`src/rtl/fetch_stage_if.sv`:
```
// Fetch-stage bus bundle: hazard/redirect control from later stages, the
// instruction BRAM read port, and the IF/ID register presented to decode.
//   master : fetch_stage side (drives imem_addr/imem_en and the ifid_* outputs)
//   slave  : environment side (drives stall, redirect_* and imem_dout)
interface fetch_stage_if #(
  parameter int unsigned PC_W    = 9,
  parameter int unsigned INSTR_W = 32
);
  logic               stall;
  logic               redirect_valid;
  logic [PC_W-1:0]    redirect_target;
  logic [PC_W-1:0]    imem_addr;
  logic               imem_en;
  logic [INSTR_W-1:0] imem_dout;
  logic [INSTR_W-1:0] ifid_instr;
  logic [PC_W-1:0]    ifid_pc;
  logic               ifid_valid;

  modport master (
    input  stall, redirect_valid, redirect_target, imem_dout,
    output imem_addr, imem_en, ifid_instr, ifid_pc, ifid_valid
  );

  modport slave (
    output stall, redirect_valid, redirect_target, imem_dout,
    input  imem_addr, imem_en, ifid_instr, ifid_pc, ifid_valid
  );
endinterface

```
`src/rtl/fetch_stage.sv`:
```
// Instruction-fetch stage plus IF/ID pipeline register.
// Owns the word PC, drives a synchronous BRAM with 1-cycle read latency, and
// keeps a 1-entry skid buffer so a stall never causes a refetch. EX redirects
// squash everything younger and restart fetch at the target.
// Ports:
//   clk    : rising-edge clock
//   reset  : synchronous, active-high
//   bus    : fetch_stage_if.master (stall, redirect_*, imem_*, ifid_*)
module fetch_stage #(
  parameter int unsigned           PC_W     = 9,
  parameter int unsigned           INSTR_W  = 32,
  parameter logic [PC_W-1:0]       RESET_PC = '0,
  parameter logic [INSTR_W-1:0]    BUBBLE   = 32'h01C0_0000
) (
  input logic            clk,
  input logic            reset,
  fetch_stage_if.master  bus
);

  logic [PC_W-1:0]    pc_q, pc_d;
  logic               inflight_v_q, inflight_v_d;
  logic [PC_W-1:0]    inflight_pc_q, inflight_pc_d;
  logic               skid_v_q, skid_v_d;
  logic [INSTR_W-1:0] skid_instr_q, skid_instr_d;
  logic [PC_W-1:0]    skid_pc_q, skid_pc_d;
  logic               ifid_valid_q, ifid_valid_d;
  logic [INSTR_W-1:0] ifid_instr_q, ifid_instr_d;
  logic [PC_W-1:0]    ifid_pc_q, ifid_pc_d;

  // A redirect fetches its target in the same cycle, even while stalled.
  assign bus.imem_addr  = bus.redirect_valid ? bus.redirect_target : pc_q;
  assign bus.imem_en    = !reset && (bus.redirect_valid || !bus.stall);
  assign bus.ifid_instr = ifid_instr_q;
  assign bus.ifid_pc    = ifid_pc_q;
  assign bus.ifid_valid = ifid_valid_q;

  always_comb begin
    pc_d          = pc_q;
    inflight_v_d  = inflight_v_q;
    inflight_pc_d = inflight_pc_q;
    skid_v_d      = skid_v_q;
    skid_instr_d  = skid_instr_q;
    skid_pc_d     = skid_pc_q;
    ifid_valid_d  = ifid_valid_q;
    ifid_instr_d  = ifid_instr_q;
    ifid_pc_d     = ifid_pc_q;

    if (bus.redirect_valid) begin
      // Squash wrong-path words; ifid_pc is left as-is while the bubble passes.
      skid_v_d      = 1'b0;
      ifid_valid_d  = 1'b0;
      ifid_instr_d  = BUBBLE;
      inflight_v_d  = 1'b1;
      inflight_pc_d = bus.redirect_target;
      pc_d          = bus.redirect_target + PC_W'(1);
    end else if (bus.stall) begin
      // No fetch while stalled, so the word already in flight is the only one
      // that can land; park it in the skid.
      inflight_v_d = 1'b0;
      if (inflight_v_q) begin
        skid_v_d     = 1'b1;
        skid_instr_d = bus.imem_dout;
        skid_pc_d    = inflight_pc_q;
      end
    end else begin
      inflight_v_d  = 1'b1;
      inflight_pc_d = pc_q;
      pc_d          = pc_q + PC_W'(1);
      if (skid_v_q) begin
        // Skid is older than anything in flight (inflight was cleared by the stall).
        skid_v_d     = 1'b0;
        ifid_valid_d = 1'b1;
        ifid_instr_d = skid_instr_q;
        ifid_pc_d    = skid_pc_q;
      end else if (inflight_v_q) begin
        ifid_valid_d = 1'b1;
        ifid_instr_d = bus.imem_dout;
        ifid_pc_d    = inflight_pc_q;
      end else begin
        ifid_valid_d = 1'b0;
        ifid_instr_d = BUBBLE;
      end
    end
  end

  always_ff @(posedge clk) begin
    if (reset) begin
      pc_q          <= RESET_PC;
      inflight_v_q  <= 1'b0;
      inflight_pc_q <= '0;
      skid_v_q      <= 1'b0;
      skid_instr_q  <= BUBBLE;
      skid_pc_q     <= '0;
      ifid_valid_q  <= 1'b0;
      ifid_instr_q  <= BUBBLE;
      ifid_pc_q     <= '0;
    end else begin
      pc_q          <= pc_d;
      inflight_v_q  <= inflight_v_d;
      inflight_pc_q <= inflight_pc_d;
      skid_v_q      <= skid_v_d;
      skid_instr_q  <= skid_instr_d;
      skid_pc_q     <= skid_pc_d;
      ifid_valid_q  <= ifid_valid_d;
      ifid_instr_q  <= ifid_instr_d;
      ifid_pc_q     <= ifid_pc_d;
    end
  end

endmodule
```
`src/flat_wrapper.sv`:
```
// flat-port wrapper written by rule: the top's interface ports become plain ports
module fetch_stage_flat 
#(
  parameter int unsigned           PC_W     = 9,
  parameter int unsigned           INSTR_W  = 32,
  parameter logic [PC_W-1:0]       RESET_PC = '0,
  parameter logic [INSTR_W-1:0]    BUBBLE   = 32'h01C0_0000
)
  (clk, reset, bus_stall, bus_redirect_valid, bus_redirect_target, bus_imem_dout, bus_imem_addr, bus_imem_en, bus_ifid_instr, bus_ifid_pc, bus_ifid_valid);
  fetch_stage_if #(.PC_W(PC_W), .INSTR_W(INSTR_W)) bus_i ();
  input logic clk;
  input logic reset;
  input wire logic [$bits(bus_i.stall)-1:0] bus_stall;
  input wire logic [$bits(bus_i.redirect_valid)-1:0] bus_redirect_valid;
  input wire logic [$bits(bus_i.redirect_target)-1:0] bus_redirect_target;
  input wire logic [$bits(bus_i.imem_dout)-1:0] bus_imem_dout;
  output wire logic [$bits(bus_i.imem_addr)-1:0] bus_imem_addr;
  output wire logic [$bits(bus_i.imem_en)-1:0] bus_imem_en;
  output wire logic [$bits(bus_i.ifid_instr)-1:0] bus_ifid_instr;
  output wire logic [$bits(bus_i.ifid_pc)-1:0] bus_ifid_pc;
  output wire logic [$bits(bus_i.ifid_valid)-1:0] bus_ifid_valid;
  assign bus_i.stall = bus_stall;
  assign bus_i.redirect_valid = bus_redirect_valid;
  assign bus_i.redirect_target = bus_redirect_target;
  assign bus_i.imem_dout = bus_imem_dout;
  assign bus_imem_addr = bus_i.imem_addr;
  assign bus_imem_en = bus_i.imem_en;
  assign bus_ifid_instr = bus_i.ifid_instr;
  assign bus_ifid_pc = bus_i.ifid_pc;
  assign bus_ifid_valid = bus_i.ifid_valid;
  fetch_stage #(.PC_W(PC_W), .INSTR_W(INSTR_W), .RESET_PC(RESET_PC), .BUBBLE(BUBBLE)) u_core (.clk(clk), .reset(reset), .bus(bus_i));
endmodule
```
`config.mk`:
```
export PLATFORM = sky130hd
export DESIGN_NAME = fetch_stage_flat
export DESIGN_NICKNAME = d
export VERILOG_FILES = /design/src/rtl/fetch_stage_if.sv /design/src/rtl/fetch_stage.sv /design/src/flat_wrapper.sv
export SDC_FILE = /design/constraint.sdc
export NUM_CORES = 1
export LEC_CHECK = 0
export CAP_MARGIN = 5
export CORE_UTILIZATION = 54
export DETAILED_ROUTE_END_ITERATION = 6
export GPL_ROUTABILITY_DRIVEN = 0
export GPL_TIMING_DRIVEN = 0
export MAX_ROUTING_LAYER = met4
export PLACE_DENSITY_LB_ADDON = 0.25
export SKIP_CTS_REPAIR_TIMING = 1
export SLEW_MARGIN = 30
export SYNTH_ARGS = -nofsm -noshare
export SYNTH_HDL_FRONTEND = slang
export SYNTH_SLANG_ARGS = --single-unit
```
`constraint.sdc`:
```
create_clock -name clk -period 3.12 [get_ports clk]
set_input_delay 0.468 -clock clk [delete_from_list [all_inputs] [get_ports clk]]
set_output_delay 0.468 -clock clk [all_outputs]
set_load 0.02 [all_outputs]
```
# [After elaboration in Yosys (flattened, before gate mapping)]
# Cells that the tools add are included.
[word_totals] ff_bits=103 inputBits=45 out_inout_bits=52
[classes] addsub=2 eq_ne=1 mux=13 bitwise_logic=2 reduce_logical=9
[ops] cell="two-way mux 32 bit" count=2
[ops] cell="two-way mux 9 bit" count=7
[ops] cell="adder 9 x 1 -> 9 bit, second input constant" count=2
[ops] cell="AND reduction 3 bit" count=2
[ops] cell="two-way mux 1 bit" count=4
[ops] cell="OR reduction 3 bit" count=1
[ops] cell="logical NOT 1 bit" count=2
[ops] cell="inequality test 2 x 1 -> 1 bit, second input constant" count=1
[ops] cell="NOT 1 bit" count=2
[ops] cell="nonzero test 2 bit" count=1
[ops] cell="OR reduction 2 bit" count=1
[ops] cell="logical AND 1 bit" count=1
[ops] cell="logical OR 1 bit" count=1

# [Logic depth before layout (Yosys ltp)]
# Gate-level depths: netlist (run 1).
[logic_depth] depth_word=3 ltp_mapped=9 ltp_nobuf=6

# [Worst setup path before layout (run 1)]
# OpenSTA, ideal clock, no wires.
[synth_timing] path_type="in2reg" from="in bus_redirect_valid" to="reg u_core.pc_q[8]" t_arrival_ns=2.109 required_ns=3.033 setup_slack_ns=0.924 path_stages=9 path_buffers=3 cell_sequence="buf_6 -> buf_8 -> buf_6 -> mux2_2 -> ha_1 -> nand4b_1 -> a22oi_1 -> and4_1 -> o31ai_1"
[synth_between] elab_chain_len=1
[synth_lines] item="start, declared" line="flat_wrapper.sv:14" source="input wire logic [$bits(bus_i.redirect_valid)-1:0] bus_redirect_valid;"
[synth_lines] item="inequality test 2 x 1 -> 1 bit (no source line) or two-way mux 9 bit (tied branches)"
[synth_lines] item="end signal, assigned" line="fetch_stage.sv:98" source="pc_q <= pc_d;"
[synth_lines] item="end, declared" line="fetch_stage.sv:20" source="logic [PC_W-1:0] pc_q, pc_d;"
# Parallel ways exist; a longest one is shown, timed or not.
# A chain may end at the register's enable or synchronous reset.

# [Worst setup path in the final report (run 1)]
[layout_timing] from="in reset" to="out bus_imem_en"
[layout_between] elab_chain_len=2
[layout_lines] item="start, declared" line="flat_wrapper.sv:12" source="input logic reset;"
[layout_lines] item="logical NOT 1 bit" line="fetch_stage.sv:32" source="assign bus.imem_en = !reset && (bus.redirect_valid || !bus.stall);"
[layout_lines] item="logical AND 1 bit" line="fetch_stage.sv:32"
[layout_lines] item="end, declared" line="flat_wrapper.sv:18" source="output wire logic [$bits(bus_i.imem_en)-1:0] bus_imem_en;"
# Every way passes these cells.

==> results.json, run 1 <==
{
  "core_area_sq_um": 7730,
  "start_util_pct": 56.0,
  "drtPass1Iterations": 4,
  "die_h_um": 91.5,
  "synth_top_family_by_area": "compound AO/OA/AOI/OAI gates",
  "drv_slew": 0,
  "ys_seq_area_share_pct": 47.7,
  "grt-ovfl-total": 0,
  "required_ns": 2.65,
  "leakagePower_nw": 1.94,
  "die_x_um": 91.5,
  "p_int_mw": 1.95,
  "cts.root.buffer_cell": "clkbuf_8",
  "synth_edf_count": 0,
  "grt_pass1_wl_mm": 18.4,
  "syn_to_final_growth_pct": 29.4,
  "regToRegSetupSlack_ns": 1.34,
  "ys.flop_type": "dfxtp_1",
  "p_per_area_nw_per_um2": 481,
  "p_sw_share_pct": 27.8,
  "clkSinkCount": 103,
  "rsz0062_at_grt": "no",
  "worstPathArrival_ns": 1.98,
  "ys_types": 41,
  "yosys.area.top_type": "dfxtp_1",
  "drc": 0,
  "maxCapViolCount": 0,
  "hold_viol_final": 0,
  "fin_nets": 636,
  "drt_iter0_drc": 257,
  "final_util_pct": 72.4,
  "rows": 32,
  "min_period_over_period_pct": 78.5,
  "hp-class": "flop to flop",
  "vias": 4043,
  "wl_per_cell_um": 16.1,
  "critical_path_class": "input port to primary output",
  "cts_tree": "built",
  "netlist_area_sq_um": 4320,
  "ant_nets": 0,
  "cts_buffers": 9,
  "drive_gt1_share_pct": 8.57,
  "synth.area.mux_share_pct": 4.57,
  "syn-instance-count": 485,
  "grt_use_total_pct": 28.4,
  "yosysWarnings": 0,
  "place_hpwl_mm": 8.07,
  "grt_max_degree": 19,
  "maxSlewHeadroom_pct": 60.0,
  "comb_power_share_pct": 15.6,
  "clock_skew_ns": 0.0112,
  "path_cells": "clkdlybuf4s50_1 > nand2b_1 > buf_2 > inv_1 > clkdlybuf4s50_1",
  "irDropWorstVdd_mv": 0.335,
  "max_freq_mhz": 408,
  "cts.reportedPaths.clkPinSlew_ns": 0.10,
  "fin_tns_setup_ns": 0,
  "start_kind": "input port",
  "period_needed_ns": 2.45,
  "synth_top_area_share_pct": 47.7,
  "clock_latency_ns": 0.37,
  "synth_common_cells": "dfxtp_1, nand2_1, a21oi_1, inv_1",
  "max_slew.worst_pin.slew_ns": 0.585,
  "synth_xor_area_share_pct": 1.22,
  "setup_viol": 0,
  "seqPwrFrac_pct": 52.3,
  "boundaryPins": 97,
  "critPathCaptureType": "primary output",
  "worst_path_largest_cell_delay_ns": 0.63,
  "synthAdderAreaFrac_pct": 0.289,
  "critPathMaxFanout": 10,
  "avgSynthCellArea_sq_um": 8.92,
  "diodes": 0,
  "grt_pass1_vias": 3851,
  "p_switching_mw": 0.749,
  "synth_compound_area_share_pct": 22.4,
  "syn_nets": 531,
  "ys_top_cells_by_area": "dfxtp_1, nand2_1, a2111oi_0, a221oi_1, a21oi_1",
  "clk_path_buf_depth": 2,
  "slowest_stage": "clkdlybuf4s50_1",
  "synth-simple-area-share_pct": 15.1,
  "async_reset_ff_share_pct": 0,
  "vias_per_cell": 5.80,
  "routed_wl_mm": 11.2,
  "antenna_found_initial": 0,
  "ys_ff_latch": 103,
  "port_buffers": 94,
  "power_frac_clock_pct": 32.1,
  "status": "finished clean",
  "synth.most_common_cell": "dfxtp_1",
  "cts_max_level": 3,
  "cp_common_cell": "clkdlybuf4s50_1",
  "dieArea_sq_um": 8370
}
## placed cells by master (no fill, tap or decap), types with 2 or more instances in the layout
| master | count |
|---|---|
| nand4_1 | 3 |
| buf_2 | 12 |
| clkbuf_8 | 9 |
| nand2_1 | 96 |
| mux2i_1 | 13 |
| clkinvlp_4 | 3 |
| dfxtp_1 | 103 |
| clkdlybuf4s50_1 | 94 |
| inv_1 | 35 |
| a22o_1 | 3 |
| and2_1 | 2 |
| nor2b_1 | 4 |
| xnor2_1 | 6 |
| nor2_1 | 20 |
| mux2_2 | 6 |
| nor3_1 | 4 |
| buf_4 | 10 |
| o211ai_1 | 3 |
| a211oi_1 | 10 |
| a21oi_1 | 41 |
| o22ai_1 | 4 |
| clkbuf_1 | 19 |
| nand3b_1 | 5 |
| inv_6 | 3 |
| a2111oi_0 | 29 |
| nand2b_1 | 4 |
| a221oi_1 | 29 |
| o21ai_0 | 5 |
| buf_6 | 2 |
| nand4b_1 | 2 |
## worst paths after layout
path                                 from                      end  depth (start not counted)
setup / recovery                    reset              bus_imem_en                          5
hold / removal    u_core.skid_instr_q[20]  u_core.skid_instr_q[20]                          2
setup reg to reg           u_core.pc_q[0]           u_core.pc_q[8]                          6
hold reg to reg   u_core.skid_instr_q[20]  u_core.skid_instr_q[20]                          2
## routing by layer
metal | track usage [%] | part of all wire (%) | up-vias
met2 | 45.5 | 48 | 149
met1 | 36.4 | 45 | 1943
li1 | - | - | 1926
met4 | 10.8 | 1.9 | 0
met5 | - | 0 | -
met3 | 4.02 | 5.7 | 25
## area by class of cell
type / instances / area (sq um)
sequential: 103 / 2060
tap: 102 / 128
fill: 591 / 2130
buffer: 44 / 244
timing repair buffer: 94 / 941
clock buffer: 9 / 124
clock inverter: 7 / 78.8
inverter: 35 / 131
multi-input combinational: 303 / 1890
## metrics by stage
step           cells  worst slack [ns]  hold slack, ns  area (sq um)  total power, mW
5_1_grt          697             0.583           0.472          5600             2.78
3_3_place_gp     681             0.691           0.441          5390             1.84
3_5_place_dp     681             0.670           0.446          5390             1.85
4_1_cts          697             0.667           0.462          5600             2.69
2_1_floorplan    485             0.924           0.436          4320             1.66
6_report         697             0.670           0.462          5600             2.69
## flip-flops by register name (all words and copies together), names as in the netlist
register / count
u_core.inflight_v_q: 1
u_core.bus.ifid_valid: 1
u_core.inflight_pc_q: 9
u_core.bus.ifid_instr: 32
u_core.pc_q: 9
u_core.bus.ifid_pc: 9
u_core.skid_v_q: 1
u_core.skid_instr_q: 32
u_core.skid_pc_q: 9
## cells by family after synthesis
| logic type | after synthesis |
|---|---|
| and+or+nand+nor | 145 |
| AOI/OAI and AO/OA | 132 |
| DFF | 103 |
| buffers and inverters | 79 |
| muxes | 19 |
| xor gates and xnor gates | 6 |
| adders and majority gates | 1 |
## power groups by stage
stage	combinational, mW	sequential, mW	clock (mW)
2_1_floorplan	0.207	1.46	0
3_3_place_gp	0.406	1.44	0
3_5_place_dp	0.416	1.44	0
4_1_cts	0.419	1.41	0.859
5_1_grt	0.454	1.42	0.916
6_report	0.421	1.41	0.864
## critical path: cells and delay by family
kind | cells | cell delay (ns)
buffers and inverters | 4 | 1.38
and+or+nand+nor | 1 | 0.14
(Power assumes the default switching activity.)
==> run 2, diff against run 1 <==
--- a/config.mk
+++ b/config.mk
@@ -6,7 +6,7 @@
 export NUM_CORES = 1
 export LEC_CHECK = 0
 export CAP_MARGIN = 5
-export CORE_UTILIZATION = 54
+export CORE_UTILIZATION = 45
 export DETAILED_ROUTE_END_ITERATION = 6
 export GPL_ROUTABILITY_DRIVEN = 0
 export GPL_TIMING_DRIVEN = 0
==> constraint.sdc (replaced) <==
create_clock -name clk -period 2 [get_ports clk]
set_input_delay 0.3 -clock clk [delete_from_list [all_inputs] [get_ports clk]]
set_output_delay 0.3 -clock clk [all_outputs]
set_load 0.02 [all_outputs]
==> run 2 against run 1 <==
Net effect: sequential share of layout area fell by 0.26 points; clock skew is 0.0055 ns higher; first-iteration DRC count fell by 18%; combinational power increased by 57%; largest cell class unchanged; largest power group unchanged.
==> results.json, run 2 (same netlist as run 1, synthesis figures left out) <==
{
  "clkSinkCount": 103,
  "period_needed_ns": 1.97,
  "clk_path_buf_depth": 2,
  "leakagePower_nw": 1.98,
  "vias": 3961,
  "port_buffers": 94,
  "hold_ws_ns": 0.350,
  "cts.root.buffer_cell": "clkbuf_8",
  "worstPathArrival_ns": 1.67,
  "critical_path_class": "input port to primary output",
  "p_per_area_nw_per_um2": 725,
  "grt_pass1_wl_mm": 18.3,
  "drtPass1Iterations": 4,
  "die_x_um": 100,
  "cts_max_level": 3,
  "setup_viol": 0,
  "routed_wl_mm": 11.2,
  "wl_per_cell_um": 15.4,
  "fin_nets": 636,
  "grt-ovfl-total": 0,
  "start_util_pct": 46.6,
  "critPathMaxFanout": 4,
  "rsz0062_at_grt": "no",
  "cts.reportedPaths.clkPinSlew_ns": 0.10,
  "clock_skew_ns": 0.0167,
  "diodes": 0,
  "max_slew.worst_pin.slew_ns": 0.526,
  "fin_tns_setup_ns": 0,
  "maxSlewHeadroom_pct": 65.0,
  "hold_path_startpoint": "bus_stall",
  "grt_use_total_pct": 23.7,
  "vias_per_cell": 5.47,
  "start_kind": "input port",
  "rows": 35,
  "dieArea_sq_um": 10000,
  "max_freq_mhz": 508,
  "required_ns": 1.70,
  "grt_max_degree": 19,
  "boundaryPins": 97,
  "place_hpwl_mm": 8.14,
  "fillers": 864,
  "crit_start": "bus_redirect_target[2]",
  "min_period_over_period_pct": 98.3,
  "hold_viol_final": 0,
  "die_h_um": 100,
  "antenna_found_initial": 0,
  "final_cell_mix": "dfxtp_1, nand2_1, clkdlybuf4s50_1, a21oi_1, inv_1",
  "drv_slew": 0,
  "r2r-start": "u_core.pc_q[1]",
  "drive_gt1_share_pct": 8.91,
  "cts_buffers": 9,
  "grt_pass1_vias": 3796,
  "cts_tree": "built",
  "critPathCaptureType": "primary output",
  "status": "finished clean",
  "hp-class": "input port to flop",
  "maxCapViolCount": 0,
  "ant_nets": 0,
  "drc": 0,
  "syn_to_final_growth_pct": 30.4,
  "irDropWorstVdd_mv": 0.328,
  "clock_latency_ns": 0.37,
  "drt_iter0_drc": 212,
  "final_common_cell": "dfxtp_1",
  "core_area_sq_um": 9280
}
==> run 2: cell types whose count changed in the layout (fill, tap and decap cells not counted), sizes merged <==
cell,delta
clkdlybuf4s50,-3
clkinv,+3
clkbuf,+1
bufinv,-1
clkinvlp,-3
dlymetal6s2s,+3
==> run 2: cell type report <==
cell class	count	area, sq um	area share [%]
sequential	103	2060	36.6
multi-input combinational	303	1910	33.9
tap	129	161	2.86
timing repair buffer	94	948	16.8
inverter	35	131	2.33
clock inverter	6	51.3	0.910
buffer	44	244	4.33
clock buffer	10	128	2.26
==> run 2: final timing paths <==
check,cells after the start,slack [ns],to
worst min-delay path,4,0.35,u_core.bus.ifid_pc[8]
worst min register to register,2,0.46,u_core.skid_instr_q[1]
worst max-delay path,3,0.03,bus_imem_addr[2]
worst max register to register,6,0.27,u_core.pc_q[8]
==> run 2: power by group <==
group / switching [mW] / internal (mW) / total [mW] / leakage (nW)
Combinational: 0.352 / 0.309 / 0.661 / 1.05
Sequential: 0.0605 / 2.14 / 2.20 / 0.841
Clock: 0.753 / 0.474 / 1.23 / 0.0931
Total: 1.16 / 2.92 / 4.09 / 1.98
==> run 2: metrics by stage <==
step	setup slack, ns	std cells	util (%)	cell area [sq um]	total power, mW
floorplan	0.0214	485	-	4330	2.60
global placement	-0.114	708	58.5	5430	2.88
detailed placement	-0.139	708	58.5	5430	2.89
CTS	-0.138	724	60.5	5610	4.10
global route	0.00428	724	60.7	5640	4.25
finish	0.0330	724	60.7	5640	4.09
==> run 2: worst max-delay path, cell delays in order <==
cell and delay (ns):
clkdlybuf4s50_1 0.56, mux2_2 0.21, clkdlybuf4s50_1 0.60
==> run 2: per-layer routing <==
layer | vias up | share of wire [%] | GRT usage (%)
met5 | - | 0 | -
met4 | 0 | 1.8 | 9.25
met3 | 15 | 5.8 | 3.55
met2 | 131 | 46 | 36.9
met1 | 1888 | 46 | 31.1
li1 | 1927 | - | -
==> run 3, diff against run 2 <==
--- a/config.mk
+++ b/config.mk
@@ -6,6 +6,7 @@
 export NUM_CORES = 1
 export LEC_CHECK = 0
 export CAP_MARGIN = 5
+export CORE_MARGIN = 2
 export CORE_UTILIZATION = 45
 export DETAILED_ROUTE_END_ITERATION = 6
 export GPL_ROUTABILITY_DRIVEN = 0
==> run 3 against run 2 <==
Net effect: total power increased by 0.12%; maximum frequency fell by 0.47%; setup slack lost 0.0092 ns; count of clock-buffer cells in the layout unchanged; critical path depth unchanged; via count decreased by 2.0%; core utilization is essentially flat; first-iteration DRC count shrank 12%; final cell count decreased by 0.28%; flip-flop and latch count stayed put; wire length increased by 0.46%; sequential share of layout area hardly changed.
==> results.json, run 3 (same netlist as run 1, synthesis figures left out) <==
{
  "p_sw_share_pct": 26.4,
  "drtPass1Iterations": 5,
  "r2r-end": "u_core.pc_q[8]",
  "cp_top_family": "buffers and inverters",
  "vias": 3882,
  "crit_buf_inv": 2,
  "rsz0062_at_grt": "no",
  "grt_max_degree": 16,
  "power_frac_clock_pct": 30.1,
  "required_ns": 1.70,
  "start_util_pct": 46.6,
  "finalNonFillerCells": 722,
  "irDropWorstVdd_mv": 0.345,
  "crit_start": "bus_redirect_target[2]",
  "grt_pass1_vias": 3638,
  "status": "finished clean",
  "antenna_found_initial": 0,
  "fillers": 838,
  "drv_slew": 0,
  "rows": 35,
  "p_per_area_nw_per_um2": 726,
  "leakagePower_nw": 1.98,
  "grt_use_total_pct": 22.9,
  "seqPwrFrac_pct": 53.7,
  "reg2reg_depth": 6,
  "final_cell_mix": "dfxtp_1, nand2_1, clkdlybuf4s50_1, a21oi_1, inv_1",
  "path_cells": "clkdlybuf4s50_1 > mux2_2 > clkdlybuf4s50_1",
  "cp_common_cell": "clkdlybuf4s50_1",
  "setup_viol": 0,
  "hold_path_startpoint": "bus_stall",
  "critPathMaxFanout": 4,
  "final_util_pct": 60.7,
  "cts_tree": "built",
  "start_kind": "input port",
  "comb_power_share_pct": 16.1,
  "wl_per_cell_um": 15.5,
  "clk_path_buf_depth": 2,
  "cts.reportedPaths.clkPinSlew_ns": 0.09,
  "cts.root.buffer_cell": "clkbuf_8",
  "diodes": 0,
  "min_period_over_period_pct": 98.8,
  "boundaryPins": 97,
  "worst_path_largest_cell_delay_ns": 0.60,
  "critPathCaptureType": "primary output",
  "period_needed_ns": 1.98,
  "clkSinkCount": 103,
  "fin_nets": 636,
  "cts_buffers": 9,
  "drt_iter0_drc": 187,
  "routed_wl_mm": 11.2,
  "slowest_stage": "clkdlybuf4s50_1",
  "grt_pass1_wl_mm": 18.1,
  "p_int_mw": 3.01,
  "grt-ovfl-total": 0,
  "drive_gt1_share_pct": 8.77,
  "regToRegSetupSlack_ns": 0.31,
  "syn_to_final_growth_pct": 30.4,
  "p_switching_mw": 1.08,
  "die_x_um": 102,
  "core_area_sq_um": 9280,
  "maxCapViolCount": 0,
  "die_h_um": 102,
  "critical_path_class": "input port to primary output",
  "clock_latency_ns": 0.36,
  "placedCellCount": 708,
  "worst_hold_path.endpoint": "u_core.bus.ifid_pc[0]",
  "place_hpwl_mm": 8.13,
  "ant_nets": 0,
  "final_common_cell": "dfxtp_1",
  "whs_path_depth": 4,
  "dieArea_sq_um": 10400,
  "maxSlewHeadroom_pct": 64.5,
  "port_buffers": 94,
  "worstPathArrival_ns": 1.68,
  "max_slew.worst_pin.slew_ns": 0.533,
  "hold_viol_final": 0,
  "clock_skew_ns": 0.00737,
  "cts_max_level": 3,
  "drc": 0,
  "vias_per_cell": 5.38,
  "hp-class": "input port to flop",
  "max_freq_mhz": 506,
  "r2r-start": "u_core.pc_q[0]"
}
## run 3: area by class of cell
type                       instances  area, sq um  area share (%)
tap                              129          161            2.86
multi-input combinational        303         1910            33.9
buffer                            44          244            4.33
sequential                       103         2060            36.6
clock inverter                     4         48.8           0.865
timing repair buffer              94          948            16.8
clock buffer                      10          128            2.26
inverter                          35          131            2.33
## run 3: how the worst max path moves through the flow
| stage | end | slack, ns | cells past startpoint |
|---|---|---|---|
| final | bus_imem_addr[2] | 0.02 | 3 |
| after global routing | bus_imem_addr[2] | 0.0004 | 5 |
| after CTS | bus_imem_en | -0.13 | 5 |
| after detailed placement | u_core.pc_q[8] | -0.13 | 9 |
| after global placement | bus_imem_en | -0.12 | 5 |
| after floorplan | u_core.pc_q[8] | 0.02 | 9 |
## run 3: worst reg2reg max path, stage by stage, from the launching register on
cell and delay, ns:
dfxtp_1 0.38, mux2_4 0.19, ha_1 0.22, nand4b_1 0.14, a22oi_1 0.35, and4_1 0.24, o31ai_1 0.07
## run 3: metal layers
| layer | global-route usage, % | vias up | share of wire [%] |
|---|---|---|---|
| li1 | - | 1929 | - |
| met1 | 31.7 | 1831 | 47 |
| met2 | 34.8 | 112 | 47 |
| met3 | 3.90 | 10 | 5.2 |
| met4 | 6.26 | 0 | 1.1 |
| met5 | - | - | 0 |
## run 3: power by group through the flow
stage,logic (mW),registers (mW),clock network [mW]
after detailed placement,0.652,2.24,0
after CTS,0.655,2.20,1.26
after floorplan,0.326,2.27,0
after global placement,0.643,2.24,0
after global routing,0.718,2.21,1.34
final,0.660,2.20,1.23
## run 3: per-stage QoR
step	setup TNS [ns]	setup slack, ns	hold WS (ns)	cell area, sq um	power [mW]
after detailed placement	-3.33	-0.125	0.448	5430	2.90
after global routing	0	0.000435	0.367	5640	4.27
after floorplan	0	0.0214	0.424	4330	2.60
final	0	0.0238	0.354	5640	4.09
after CTS	-0.173	-0.126	0.346	5610	4.11
after global placement	-2.08	-0.117	0.441	5430	2.88
